===== src/rtl/line_setup_unit.sv =====
// Bresenham front end: captures raw endpoints, folds the line into the shallow
// left-to-right octant, derives deltas/ystep/initial error and sequences start/done.
module line_setup_unit #(
  parameter int WIDTH = 13
) (
  input  logic             clk,
  input  logic             rst,
  input  logic             req,
  input  logic [WIDTH-1:0] x0_in,
  input  logic [WIDTH-1:0] y0_in,
  input  logic [WIDTH-1:0] x1_in,
  input  logic [WIDTH-1:0] y1_in,
  input  logic             last_count,
  output logic             ready,
  output logic [WIDTH-1:0] x0,
  output logic [WIDTH-1:0] x1,
  output logic [WIDTH-1:0] y0,
  output logic [WIDTH-1:0] deltax,
  output logic [WIDTH-1:0] deltay,
  output logic [WIDTH-1:0] ystep,
  output logic [WIDTH-1:0] error_init,
  output logic             steep,
  output logic             start,
  output logic             done
);

  typedef enum logic [2:0] {
    S_IDLE, S_ABS, S_SWAP1, S_SWAP2, S_DELTA, S_START, S_RUN, S_DONE
  } state_t;

  state_t state, state_next;

  logic signed [WIDTH-1:0] wx0, wy0, wx1, wy1;
  logic signed [WIDTH:0]   dx_ext, dy_ext, adx, ady;

  // Differences are taken one bit wider so the magnitude compare cannot wrap.
  always_comb begin
    dx_ext = {wx1[WIDTH-1], wx1} - {wx0[WIDTH-1], wx0};
    dy_ext = {wy1[WIDTH-1], wy1} - {wy0[WIDTH-1], wy0};
    adx    = dx_ext[WIDTH] ? -dx_ext : dx_ext;
    ady    = dy_ext[WIDTH] ? -dy_ext : dy_ext;
  end

  always_ff @(posedge clk or posedge rst) begin
    if (rst) state <= S_IDLE;
    else     state <= state_next;
  end

  always_comb begin
    state_next = state;
    ready      = 1'b0;
    start      = 1'b0;
    done       = 1'b0;
    case (state)
      S_IDLE: begin
        ready = 1'b1;
        if (req) state_next = S_ABS;
      end
      S_ABS:   state_next = S_SWAP1;
      S_SWAP1: state_next = S_SWAP2;
      S_SWAP2: state_next = S_DELTA;
      S_DELTA: state_next = S_START;
      S_START: begin
        start      = 1'b1;
        state_next = last_count ? S_DONE : S_RUN;
      end
      S_RUN: if (last_count) state_next = S_DONE;
      S_DONE: begin
        done       = 1'b1;
        state_next = S_IDLE;
      end
      default: state_next = S_IDLE;
    endcase
  end

  // Working endpoints are rewritten in place as the line is canonicalised.
  always_ff @(posedge clk or posedge rst) begin
    if (rst) begin
      wx0        <= '0;
      wy0        <= '0;
      wx1        <= '0;
      wy1        <= '0;
      steep      <= 1'b0;
      x0         <= '0;
      x1         <= '0;
      y0         <= '0;
      deltax     <= '0;
      deltay     <= '0;
      ystep      <= '0;
      error_init <= '0;
    end else begin
      case (state)
        S_IDLE: begin
          if (req) begin
            wx0 <= x0_in;
            wy0 <= y0_in;
            wx1 <= x1_in;
            wy1 <= y1_in;
          end
        end
        S_ABS: steep <= ($unsigned(ady) > $unsigned(adx));
        S_SWAP1: begin
          if (steep) begin
            wx0 <= wy0;
            wy0 <= wx0;
            wx1 <= wy1;
            wy1 <= wx1;
          end
        end
        S_SWAP2: begin
          if (wx0 > wx1) begin
            wx0 <= wx1;
            wx1 <= wx0;
            wy0 <= wy1;
            wy1 <= wy0;
          end
        end
        S_DELTA: begin
          x0         <= wx0;
          x1         <= wx1;
          y0         <= wy0;
          deltax     <= dx_ext[WIDTH-1:0];
          deltay     <= ady[WIDTH-1:0];
          ystep      <= (wy0 < wy1) ? {{(WIDTH-1){1'b0}}, 1'b1} : {WIDTH{1'b1}};
          error_init <= $signed(dx_ext[WIDTH-1:0]) >>> 1;
        end
        default: ;
      endcase
    end
  end

endmodule

===== config.mk =====
export PLATFORM = sky130hd
export DESIGN_NAME = line_setup_unit
export DESIGN_NICKNAME = d
export VERILOG_FILES = /design/src/rtl/line_setup_unit.sv
export SDC_FILE = /design/constraint.sdc
export NUM_CORES = 1
export LEC_CHECK = 0
export ABC_CLOCK_PERIOD_IN_PS = 4600
export BUFFER_PORTS_ARGS = -buffer_cell sky130_fd_sc_hd__buf_4
export CORE_MARGIN = 2
export CORE_UTILIZATION = 56
export DETAILED_ROUTE_END_ITERATION = 16
export HOLD_SLACK_MARGIN = 0.08
export PLACE_DENSITY = 0.81
export SLEW_MARGIN = 0
export SYNTH_ARGS = -nofsm -noshare
export SYNTH_HDL_FRONTEND = slang
export SYNTH_SLANG_ARGS = --single-unit

===== constraint.sdc =====
create_clock -name clk -period 4.6 [get_ports clk]
set_input_delay 0.46 -clock clk [delete_from_list [all_inputs] [get_ports clk]]
set_output_delay 0.46 -clock clk [all_outputs]
set_load 0.03 [all_outputs]

Word level (Yosys, flattened, before mapping). Index checks and enable logic that the tools add are counted.

Register bits: 146. Latch bits: 0. Memory bits (writable): 0. ROM bits: 0. Word-level logic and storage cells: 61. Memories kept: 0.

Add/subtract/negate cells: 4. $mul: 0. Divide/modulo/power cells: 0. Magnitude comparators: 3. Eq/ne operators: 11. Shift operators: 0. Muxes and demuxes: 26. Bitwise gates (word level): 0. Reductions and logical operators: 4.

Operators by type and width (count): 13-bit 2-to-1 mux (13); 13-bit one-hot mux with 3 select lines (4); 14-bit 2-to-1 mux (2); 14-bit negator (2); 13-bit by 13-bit subtractor with 14-bit output (2); 3-bit one-hot mux with 8 select lines (1); 14-bit greater-than comparator (1); 13-bit greater-than comparator (1); 13-bit less-than comparator (1); 3-bit == test, second input constant (4); 2-bit inequality test, second input constant (4); 3-bit by 2-bit == test with 1-bit output, second input constant (2); 3-bit 2-to-1 mux (2); 1-bit 2-to-1 mux (4); 4-bit AND reduction (1); 3-bit by 1-bit == test with 1-bit output, second input constant (1); 3-bit logical NOT (1); 3-bit nonzero test (1); 2-bit AND reduction (1).

Logic depth before layout (Yosys ltp). Gate-level depths: netlist of the first run.

Depth after elaboration: 4. Gate-level depth with buffers: 20. Mapped depth without buffers: 20.

Least setup slack after synthesis of the first run. OpenSTA, ideal clock, no wires.

Path kind: register to register. From: reg wy0[6]. To: reg steep. Data arrival time: 3.720 ns. Data required time: 4.461 ns. Setup slack: 0.741 ns. Cell stages (with the launch flop): 21. Buffers on the path: 2. Period minus slack after synthesis: 3.859 ns. Cell sequence: dfrtp_1 -> inv_1 -> ha_1 -> buf_2 -> a21oi_1 -> nor3b_1 -> a311oi_1 -> o21ai_0 -> a21oi_1 -> buf_2 -> nor2_1 -> a21oi_1 -> ha_1 -> nor2b_1 -> o21a_1 -> o21a_1 -> o21a_1 -> o21a_1 -> o21a_1 -> o311ai_0 -> o21ai_0.

Elaborated cells on any way between the ends: 4.

RTL lines: from (decl) (RTL line 33) `logic signed [WIDTH-1:0] wx0, wy0, wx1, wy1;`; from (signal assigned) (RTL line 96) `wy0 <= y0_in;`; from (signal assigned) (RTL line 105) `wy0 <= wx0;`; from (signal assigned) (RTL line 114) `wy0 <= wy1;`; 13-bit by 13-bit subtractor with 14-bit output (RTL line 39) `dy_ext = {wy1[WIDTH-1], wy1} - {wy0[WIDTH-1], wy0};`; 14-bit 2-to-1 mux (RTL line 41) `ady = dy_ext[WIDTH] ? -dy_ext : dy_ext;`; via ady[1] (RTL line 34) `logic signed [WIDTH:0] dx_ext, dy_ext, adx, ady;`; 14-bit greater-than comparator (RTL line 101) `S_ABS: steep <= ($unsigned(ady) > $unsigned(adx));`; to (signal assigned) (RTL line 101); to (decl) (RTL line 22) `output logic steep,`.

The timed path passes the listed nets, and every way through them passes these cells. A chain may end at the register's enable or synchronous reset.

Final worst setup path of the first run.
From: reg wy1[0]. To: reg steep.

Longest elaborated chain between the ends: 4.

RTL lines: from (decl) (RTL line 33); from (signal assigned) (RTL line 98) `wy1 <= y1_in;`; from (signal assigned) (RTL line 107) `wy1 <= wx1;`; from (signal assigned) (RTL line 115) `wy1 <= wy0;`; 13-bit by 13-bit subtractor with 14-bit output (*) (RTL line 39); 14-bit negator (RTL line 41); 14-bit 2-to-1 mux (*) (RTL line 41); via ady[7] (RTL line 34); 14-bit greater-than comparator (*) (RTL line 101).

Mark *: on every way through the listed nets, which the timed path passes. The rest lies on a longest branch.

==> metrics.md, run 1 <==
| Metric | Value |
|---|---|
| Routed vias | `6,876` |
| Drt total wl | `21,950 um` |
| N_diodes | `0` |
| Slew HR | `28.63%` |
| TritonCTS Sinks | `123` |
| Hold Violations, Final | `0` |
| Outcome | `finished, final reports clean` |
| Critical Path AT | `4530 ps` |
| HP Class | `in -> async` |
| Least-Margin Pin Slew | `1071 ps` |
| 1st-iter DRT viols | `603` |
| Routed WL per cell | `19.58 um` |
| #FFs+latches synth | `123` |
| Setup crit start kind | `flip-flop` |
| Post-synth EDFFs | `0` |
| RSZ-0062 raised after global routing | `false` |
| Worst-path cell chain | `inv_1 -> ha_1 -> fa_1 -> nor2b_1 -> o211ai_1 -> or4b_1 -> o311a_1 -> and3_1 -> nor2_1 -> xnor2_1 -> ha_1 -> a21o_1 -> a21o_1 -> a21oi_1 -> nor2b_1 -> o21ai_1 -> a21oi_1 -> o311ai_0 -> o21ai_0` |
| Maxcap violations | `0` |
| Starting density of the core | `56.89%` |
| Core box area | `0.01372 mm^2` |
| Critical Path RT | `just under 5000 ps` |
| H-tree depth | `4` |
| Synth cell types | `60` |
| Total track usage | `between 30% and 40%` |
| Setup TNS Final | `0 ps` |
| Setup repair bufs after CTS | `0` |
| Initial antenna violation count | `0` |
| GP Congestion | `0.9097` |
| Peak fanout along the critical path | `4` |
| Ratio of cells with drive above 1 in the final layout | `25.08%` |
| Crit path max-delay cell type | `or4b_1` |
| Most frequent cells in the layout | `buf_4, dfrtp_1, a21oi_1` |
| Root Buffer | `clkbuf_16` |
| WS Path Type | `reg -> reg` |
| I/O pins | `151` |
| Async SR Flop Fraction | `100.0%` |
| Clock slew at reported path FFs | `60 ps` |
| DP HPWL | `15,520 um` |
| # setup viols final | `0` |
| Wire length of the first global-routing pass | `33,900 um` |
| Main synth FF type | `dfrtp_1` |
| Gate Count Post-Synth | `819` |
| Die area | `between 0.01 and 0.015 mm^2` |
| Commonest non-fill, non-tap cell in the layout | `buf_4` |
| Syn Nets | `around 920` |
| Largest net degree at the start of global routing | `104` |
| Site Rows | `43` |
| CP endpoint kind | `flip-flop` |
| Vias/cell | `between 6 and 7` |
| I/O Buffers | `150` |
| TritonRoute pass-1 iters | `5` |
| Crit-path leading delay family | `compound AO/OA/AOI/OAI gates` |
| Max clock buf depth | `2` |
| Cell area after synthesis | `0.007805 mm^2` |
| Sequential area share after synthesis | `39.44%` |
| Cts bufs inserted | `17` |
| Post-DRT Antenna Nets | `0` |
| Pins Over Slew Limit | `0` |
| Area Overhead vs Synth | `21.39%` |
| Synth warn | `0` |
| Avg Cell Area, Syn | `9.530 um^2` |
| DR DRC count | `0` |
| Worst Path Buf+Inv | `1` |
| Nets@finish | `~1,000` |
| Achievable Freq | `236.2 MHz` |
| Max stage delay on crit path | `between 400 and 500 ps` |
| Clk Latency, worst-skew pair | `between 400 and 500 ps` |
| Die W | `122.1 um` |
| Vias in the first global route | `about 6,300` |
| CTS tree | `done` |
| Layout Skew | `11.32 ps` |
| Die H | `roughly 120 um` |
| Fin crit share | `92.02%` |
| GRT overflow | `0` |
| Fin crit period | `~4200 ps` |
## area by class of cell
| class | count | area (um^2) |
|---|---|---|
| Clock inverter | 7 | 66.31 |
| Fill cell | 1079 | 4245 |
| Sequential cell | 123 | 3078 |
| Tap cell | 180 | 225.2 |
| Timing Repair Buffer | 160 | 1201 |
| Clock buffer | 24 | 481.7 |
| Inverter | 46 | 175.2 |
| Multi-Input combinational cell | 581 | 4247 |
## final timing paths
check,startpoint,to,slack (ps),cells after the start
max reg2reg,wy1[0],steep,370,19
min reg2reg,ystep[0],ystep[0],460,1
min,rst,y0[9],210,2
max,wy1[0],steep,370,19
max in group asynchronous,rst,x0[10],3440,3
min in group clk,x0_in[4],wx0[4],310,3
## worst reg2reg max path, stage by stage (launching register included)
cell and delay [ps]:
dfrtp_1 400, inv_1 90, ha_1 230, fa_1 250, nor2b_1 80, o211ai_1 300
or4b_1 480, o311a_1 190, and3_1 250, nor2_1 120, xnor2_1 190, ha_1 300
a21o_1 160, a21o_1 170, a21oi_1 130, nor2b_1 60, o21ai_1 160, a21oi_1 110
o311ai_0 310, o21ai_0 130
## flip-flops by register name, summed over array words and instances, names as in the netlist
register  count
wx0          13
state         3
wx1          13
ystep         2
y0           13
steep         1
wy0          13
deltax       13
x1           13
wy1          13
deltay       13
x0           13
## cells by family (layout without fill, tap and decap cells)
group / count (synthesis) / in the layout / synth area share, %
adder cells (fa/ha/maj): 49 / 49 / 8.047
AO/OA/AOI/OAI: 285 / 285 / 23.48
multiplexers: 58 / 58 / 7.919
buffers and inverters: 115 / 237 / 7.021
XOR/XNOR: 35 / 35 / 3.927
AND/OR/NAND/NOR: 154 / 154 / 10.16
flip-flops: 123 / 123 / 39.44
## stage by stage
stage	hold WS, ps	util (%)	instance area (um^2)	setup WS, ps	cells
3_5_place_dp	456.0	64.98	8915	414.4	1090
5_1_grt	277.4	69.06	9474	82.46	1121
6_report	209.8	69.06	9474	367.1	1121
4_1_cts	231.8	68.97	9463	325.9	1121
2_1_floorplan	537.6	-	7805	740.7	819
3_3_place_gp	449.9	64.98	8915	453.4	1090
## synthesized netlist by cell type (6+ instances only)
cell type,n,area (um^2)
nand4_1,8,50.05
o21ai_0,52,260.3
clkbuf_1,33,123.9
a21oi_1,98,490.5
buf_2,9,45.04
nor2b_1,14,87.58
a22o_1,52,455.4
o21a_1,10,75.07
dfrtp_1,123,3078
xor2_1,13,113.9
nand2_1,49,183.9
nand3_1,6,30.03
buf_4,24,180.2
nor2_1,29,108.9
inv_1,46,172.7
mux2i_1,28,280.3
nor3_1,8,40.04
a31oi_1,29,181.4
a21o_1,9,67.56
ha_1,47,588.1
mux2_2,30,337.8
xnor2_1,22,192.7
## routing by layer
| layer | vias to the layer above | share of wire, % | GRT usage (%) |
|---|---|---|---|
| li1 | 3187 | - | - |
| met1 | 3302 | 44 | 41.38 |
| met2 | 338 | 46 | 46.44 |
| met3 | 49 | 7.3 | 6.367 |
| met4 | 0 | 3.3 | 12.50 |
| met5 | - | 0 | 0 |
## timing repair
item	in CTS	in global routing
hold buffers	0	0
gates resized for setup	0	4
setup endpoints to repair	0	1
Power of run 1 is left out: the tool's default activity adds up to more than one toggle a clock period on the data nets, which glitch-free logic cannot reach.
==> inputs of run 2 (changes only) <==
- PLACE_DENSITY: 0.81 -> 0.79
==> metrics.md, run 2 (synthesized netlist as in run 1, its figures left out) <==
| Metric | Value |
|---|---|
| HP Class | `in -> async (unchanged)` |
| CTS Hold Buffers Added | `0 (unchanged)` |
| Nets@finish | `1,035 (was 1,034)` |
| Die H | `122.1 um (unchanged)` |
| CTS tree | `done (unchanged)` |
| CP endpoint kind | `flip-flop (unchanged)` |
| # setup viols final | `0 (unchanged)` |
| Core box area | `0.01372 mm^2 (unchanged)` |
| Clock slew at reported path FFs | `60 ps (about the same)` |
| Outcome | `finished, final reports clean (unchanged)` |
| Least-Margin Pin Slew | `787.7 ps (was 1071 ps)` |
| Most frequent cells in the layout | `buf_4, dfrtp_1, a21oi_1 (unchanged)` |
| Ratio of cells with drive above 1 in the final layout | `24.97% (was 25.08%)` |
| Vias in the first global route | `6,377 (was 6,330)` |
| TritonCTS Sinks | `123 (unchanged)` |
| H-tree depth | `4 (unchanged)` |
| Clk Latency, worst-skew pair | `430 ps (about the same)` |
| Setup TNS Final | `0 ps (unchanged)` |
| Seq. cell area | `0.003078 mm^2 (unchanged)` |
| I/O Buffers | `150 (unchanged)` |
| Fin crit period | `4216 ps (was 4233 ps)` |
| Vias/cell | `6.194 (was 6.134)` |
| Routed WL per cell | `19.79 um (was 19.58 um)` |
| Drt total wl | `22,180 um (was 21,950 um)` |
| Worst hold slack | `197.2 ps (was 209.8 ps)` |
| Pins Over Slew Limit | `0 (unchanged)` |
| GP Congestion | `0.9307 (was 0.9097)` |
| Initial antenna violation count | `0 (unchanged)` |
| TritonRoute pass-1 iters | `9 (was 5)` |
| Die area | `0.01490 mm^2 (unchanged)` |
| Setup crit start kind | `flip-flop (unchanged)` |
| Post-CTS Resized | `0 (unchanged)` |
| WS Path Type | `reg -> reg (unchanged)` |
| DR DRC count | `0 (unchanged)` |
| Layout Skew | `8.605 ps (was 11.32 ps)` |
| Slew HR | `47.48% (was 28.63%)` |
| Critical Path AT | `4510 ps (was 4530 ps)` |
| DP HPWL | `15,750 um (was 15,520 um)` |
| Wire length of the first global-routing pass | `34,130 um (was 33,900 um)` |
| Area Overhead vs Synth | `21.43% (was 21.39%)` |
| Hold Violations, Final | `0 (unchanged)` |
| 1st-iter DRT viols | `640 (was 603)` |
| Starting density of the core | `56.89% (unchanged)` |
| RSZ-0062 raised after global routing | `false (unchanged)` |
| Die W | `122.1 um (unchanged)` |
| Maxcap violations | `0 (unchanged)` |
| Site Rows | `43 (unchanged)` |
| Fillers | `1,090 (was 1,079)` |
| Peak fanout along the critical path | `14 (was 4)` |
| Max clock buf depth | `2 (unchanged)` |
| Post-DRT Antenna Nets | `0 (unchanged)` |
| Footprint of the multi-input gates | `0.004250 mm^2 (was 0.004247 mm^2)` |
| Fin crit share | `91.65% (was 92.02%)` |
| I/O pins | `151 (unchanged)` |
| Cts bufs inserted | `17 (unchanged)` |
| Largest net degree at the start of global routing | `64 (was 104)` |
| Achievable Freq | `237.2 MHz (was 236.2 MHz)` |
| Root Buffer | `clkbuf_16 (unchanged)` |
| Commonest non-fill, non-tap cell in the layout | `buf_4 (unchanged)` |
| GRT overflow | `0 (unchanged)` |
| Critical Path RT | `4890 ps (was 4900 ps)` |
| N_diodes | `0 (unchanged)` |
| Routed vias | `6,944 (was 6,876)` |
| Setup repair bufs after CTS | `0 (unchanged)` |
| Total track usage | `30.32% (was 30.11%)` |
run 2: cell count changes in the layout (fill, tap and decap cells not counted), sizes merged:
cell    delta
clkbuf     -2
buf        +1
bufinv     +1
clkinv     -1
inv        +1
run 2: cell type report:
type | count | share of cell area, %
clock inverters | 8 | 1.017
multi-input cells | 581 | 44.84
clock buffers | 22 | 4.686
flip-flops and latches | 123 | 32.48
well taps | 180 | 2.376
inverters | 46 | 1.848
repair buffers | 161 | 12.75
run 2: final timing paths:
kind / startpoint / endpoint / slack [ps] / depth (start not counted)
worst max-delay path: wx0[3] / steep / 380 / 19
worst min-delay path: rst / x1[4] / 200 / 2
worst max register to register: wx0[3] / steep / 380 / 19
worst min register to register: ystep[0] / ystep[0] / 460 / 1
max in group asynchronous: rst / deltax[12] / 3460 / 3
min in group clk: x0_in[11] / wx0[11] / 310 / 3
run 2: metal layers:
layer	vias up	wire [um]	track usage (%)
met5	-	0	0
met4	0	739	11.93
met3	58	2056	6.180
met2	379	10090	46.12
met1	3312	9295	42.67
li1	3195	-	-
run 2: per-stage QoR:
stage / area (um^2) / util (%) / std cells / setup slack (ps)
2_1_floorplan: 7805 / - / 819 / 740.7
3_3_place_gp: 8922 / 65.03 / 1091 / 450.0
3_5_place_dp: 8922 / 65.03 / 1091 / 334.4
4_1_cts: 9463 / 68.97 / 1121 / 326.7
5_1_grt: 9478 / 69.08 / 1121 / 10.52
6_report: 9478 / 69.08 / 1121 / 383.9
run 2: worst max-delay path: stages (launching register included):
cell and delay [ps]:
dfrtp_1 390, inv_1 170, ha_1 320, and2_1 170, o21ai_0 310, nand4_1 140, a21oi_1 250, nor2b_1 90
o31a_2 440, nor2_1 170, xnor2_1 170, ha_1 290, a21o_1 160, a21o_1 170, a21oi_1 160, nor2b_1 60
o21ai_0 130, a21oi_1 80, o311ai_1 270, o21ai_0 140
Power of run 2 is left out for the same reason.
==> inputs of run 3 (changes only) <==
- MAX_ROUTING_LAYER: unset -> met4
==> metrics.md, run 3 (synthesized netlist as in run 1, its figures left out) <==
| Metric | Value |
|---|---|
| CTS Hold Buffers Added | `0 (unchanged)` |
| Total track usage | `31.35% (was 30.32%)` |
| Fin crit share | `93.18% (was 91.65%)` |
| Outcome | `finished, final reports clean (unchanged)` |
| Worst Path Buf+Inv | `1 (unchanged)` |
| HP Class | `in -> async (unchanged)` |
| Drt total wl | `22,230 um (was 22,180 um)` |
| Starting density of the core | `56.89% (unchanged)` |
| Vias in the first global route | `6,341 (was 6,377)` |
| CP endpoint kind | `flip-flop (unchanged)` |
| Die H | `122.1 um (unchanged)` |
| Achievable Freq | `233.3 MHz (was 237.2 MHz)` |
| Crit path max-delay cell type | `xnor2_1 (was o31a_2)` |
| Vias/cell | `6.200 (was 6.194)` |
| Max clock buf depth | `2 (unchanged)` |
| Die area | `0.01490 mm^2 (unchanged)` |
| TritonCTS Sinks | `123 (unchanged)` |
| Layout Skew | `6.882 ps (was 8.605 ps)` |
| Worst hold slack | `264.5 ps (was 197.2 ps)` |
| Setup TNS Final | `0 ps (unchanged)` |
| CP most frequent cell | `o21ai_0` |
| Hold Violations, Final | `0 (unchanged)` |
| Clock slew at reported path FFs | `60 ps (about the same)` |
| Fillers | `1,075 (was 1,090)` |
| Cts bufs inserted | `17 (unchanged)` |
| Commonest non-fill, non-tap cell in the layout | `buf_4 (unchanged)` |
| # setup viols final | `0 (unchanged)` |
| Initial antenna violation count | `0 (unchanged)` |
| Site Rows | `43 (unchanged)` |
| I/O Buffers | `150 (unchanged)` |
| Critical Path RT | `4890 ps (about the same)` |
| TritonRoute pass-1 iters | `5 (was 9)` |
| Die W | `122.1 um (unchanged)` |
| Largest net degree at the start of global routing | `77 (was 64)` |
| Most frequent cells in the layout | `buf_4, dfrtp_1, a21oi_1 (unchanged)` |
| Core box area | `0.01372 mm^2 (unchanged)` |
| Worst-path cell chain | `inv_1 -> ha_1 -> nor2b_1 -> o31a_1 -> o21ai_0 -> nand2b_1 -> xnor2_1 -> and3_1 -> nor2_1 -> xnor2_1 -> ha_1 -> a21o_1 -> a21o_1 -> a21oi_1 -> nor2b_1 -> o21ai_0 -> a21oi_1 -> o311ai_0 -> o21ai_0 (was inv_1 -> ha_1 -> and2_1 -> o21ai_0 -> nand4_1 -> a21oi_1 -> nor2b_1 -> o31a_2 -> nor2_1 -> xnor2_1 -> ha_1 -> a21o_1 -> a21o_1 -> a21oi_1 -> nor2b_1 -> o21ai_0 -> a21oi_1 -> o311ai_1 -> o21ai_0)` |
| Nets@finish | `1,035 (unchanged)` |
| N_diodes | `0 (unchanged)` |
| Layout Utilization | `68.96% (was 69.08%)` |
| GRT overflow | `0 (unchanged)` |
| Area Overhead vs Synth | `21.22% (was 21.43%)` |
| Setup crit start kind | `flip-flop (unchanged)` |
| CTS tree | `done (unchanged)` |
| GP Congestion | `0.9427 (was 0.9307)` |
| Wire length of the first global-routing pass | `34,410 um (was 34,130 um)` |
| Post-DRT Antenna Nets | `0 (unchanged)` |
| H-tree depth | `4 (unchanged)` |
| Crit-path leading delay family | `compound AO/OA/AOI/OAI gates (unchanged)` |
| Least-Margin Pin Slew | `966.5 ps (was 787.7 ps)` |
| WS Path Type | `reg -> reg (unchanged)` |
| DP HPWL | `15,920 um (was 15,750 um)` |
| Maxcap violations | `0 (unchanged)` |
| Routed WL per cell | `19.81 um (was 19.79 um)` |
| 1st-iter DRT viols | `673 (was 640)` |
| Critical Path AT | `4580 ps (was 4510 ps)` |
| I/O pins | `151 (unchanged)` |
| Peak fanout along the critical path | `5 (was 14)` |
| DR DRC count | `0 (unchanged)` |
| Pins Over Slew Limit | `0 (unchanged)` |
| Root Buffer | `clkbuf_16 (unchanged)` |
| Fin crit period | `4286 ps (was 4216 ps)` |
| Clk Latency, worst-skew pair | `420 ps (was 430 ps)` |
| Slew HR | `35.57% (was 47.48%)` |
| RSZ-0062 raised after global routing | `false (unchanged)` |
| Routed vias | `6,956 (was 6,944)` |
| Ratio of cells with drive above 1 in the final layout | `25.05% (was 24.97%)` |
| Max stage delay on crit path | `450 ps (was 440 ps)` |
==> run 3: changes by cell type in the layout (fill, tap and decap cells not counted), sizes merged <==
cell	before	now
inv	47	46
clkbuf	22	25
bufinv	2	0
clkinvlp	1	2
==> run 3: path summary, 6_finish.rpt <==
path	startpoint	to	slack, ps	cells after the start
max in group asynchronous	rst	deltay[2]	3400	3
worst min register to register	ystep[0]	ystep[0]	470	1
worst max-delay path	wx0[2]	steep	310	19
worst max register to register	wx0[2]	steep	310	19
worst min-delay path	rst	wy0[3]	260	2
min in group clk	x0_in[4]	wx0[4]	320	3
==> run 3: metal layers <==
metal	routed length [um]	share of wire (%)	track usage, %
met3	1689	7.6	5.852
met4	502	2.3	10.06
met5	0	0	-
met2	10300	46	47.31
met1	9739	44	43.04
==> run 3: worst register-to-register path: cells and delay by family, from the launching register on <==
kind | cells | cell delay [ps]
xor gates and xnor gates | 2 | 590
DFF | 1 | 400
and+or+nand+nor | 5 | 710
adders and majority gates | 2 | 680
AOI/OAI and AO/OA | 9 | 1640
buffers and inverters | 1 | 120
==> run 3: timing repair <==
item / CTS / global route
buffers inserted: 0 / 2
gates resized for setup: 0 / 2
endpoints found under the setup margin: 0 / 1
==> run 3: layout make-up <==
type	count	area [um^2]	area share (%)
inverters	46	175.2	1.851
flip-flops and latches	123	3078	32.53
multi-input cells	581	4240	44.82
repair buffers	161	1209	12.77
well taps	180	225.2	2.380
clock inverters	6	38.79	0.4099
clock buffers	25	495.5	5.237
==> run 3: stage by stage <==
stage | instance area [um^2] | worst slack (ps) | instances
after floorplan | 7805 | 740.7 | 819
after global placement | 8907 | 395.6 | 1089
after detailed placement | 8907 | 371.6 | 1089
after CTS | 9442 | 286.1 | 1120
after global routing | 9462 | 2.851 | 1122
final | 9462 | 313.6 | 1122
Power of run 3 is left out for the same reason.
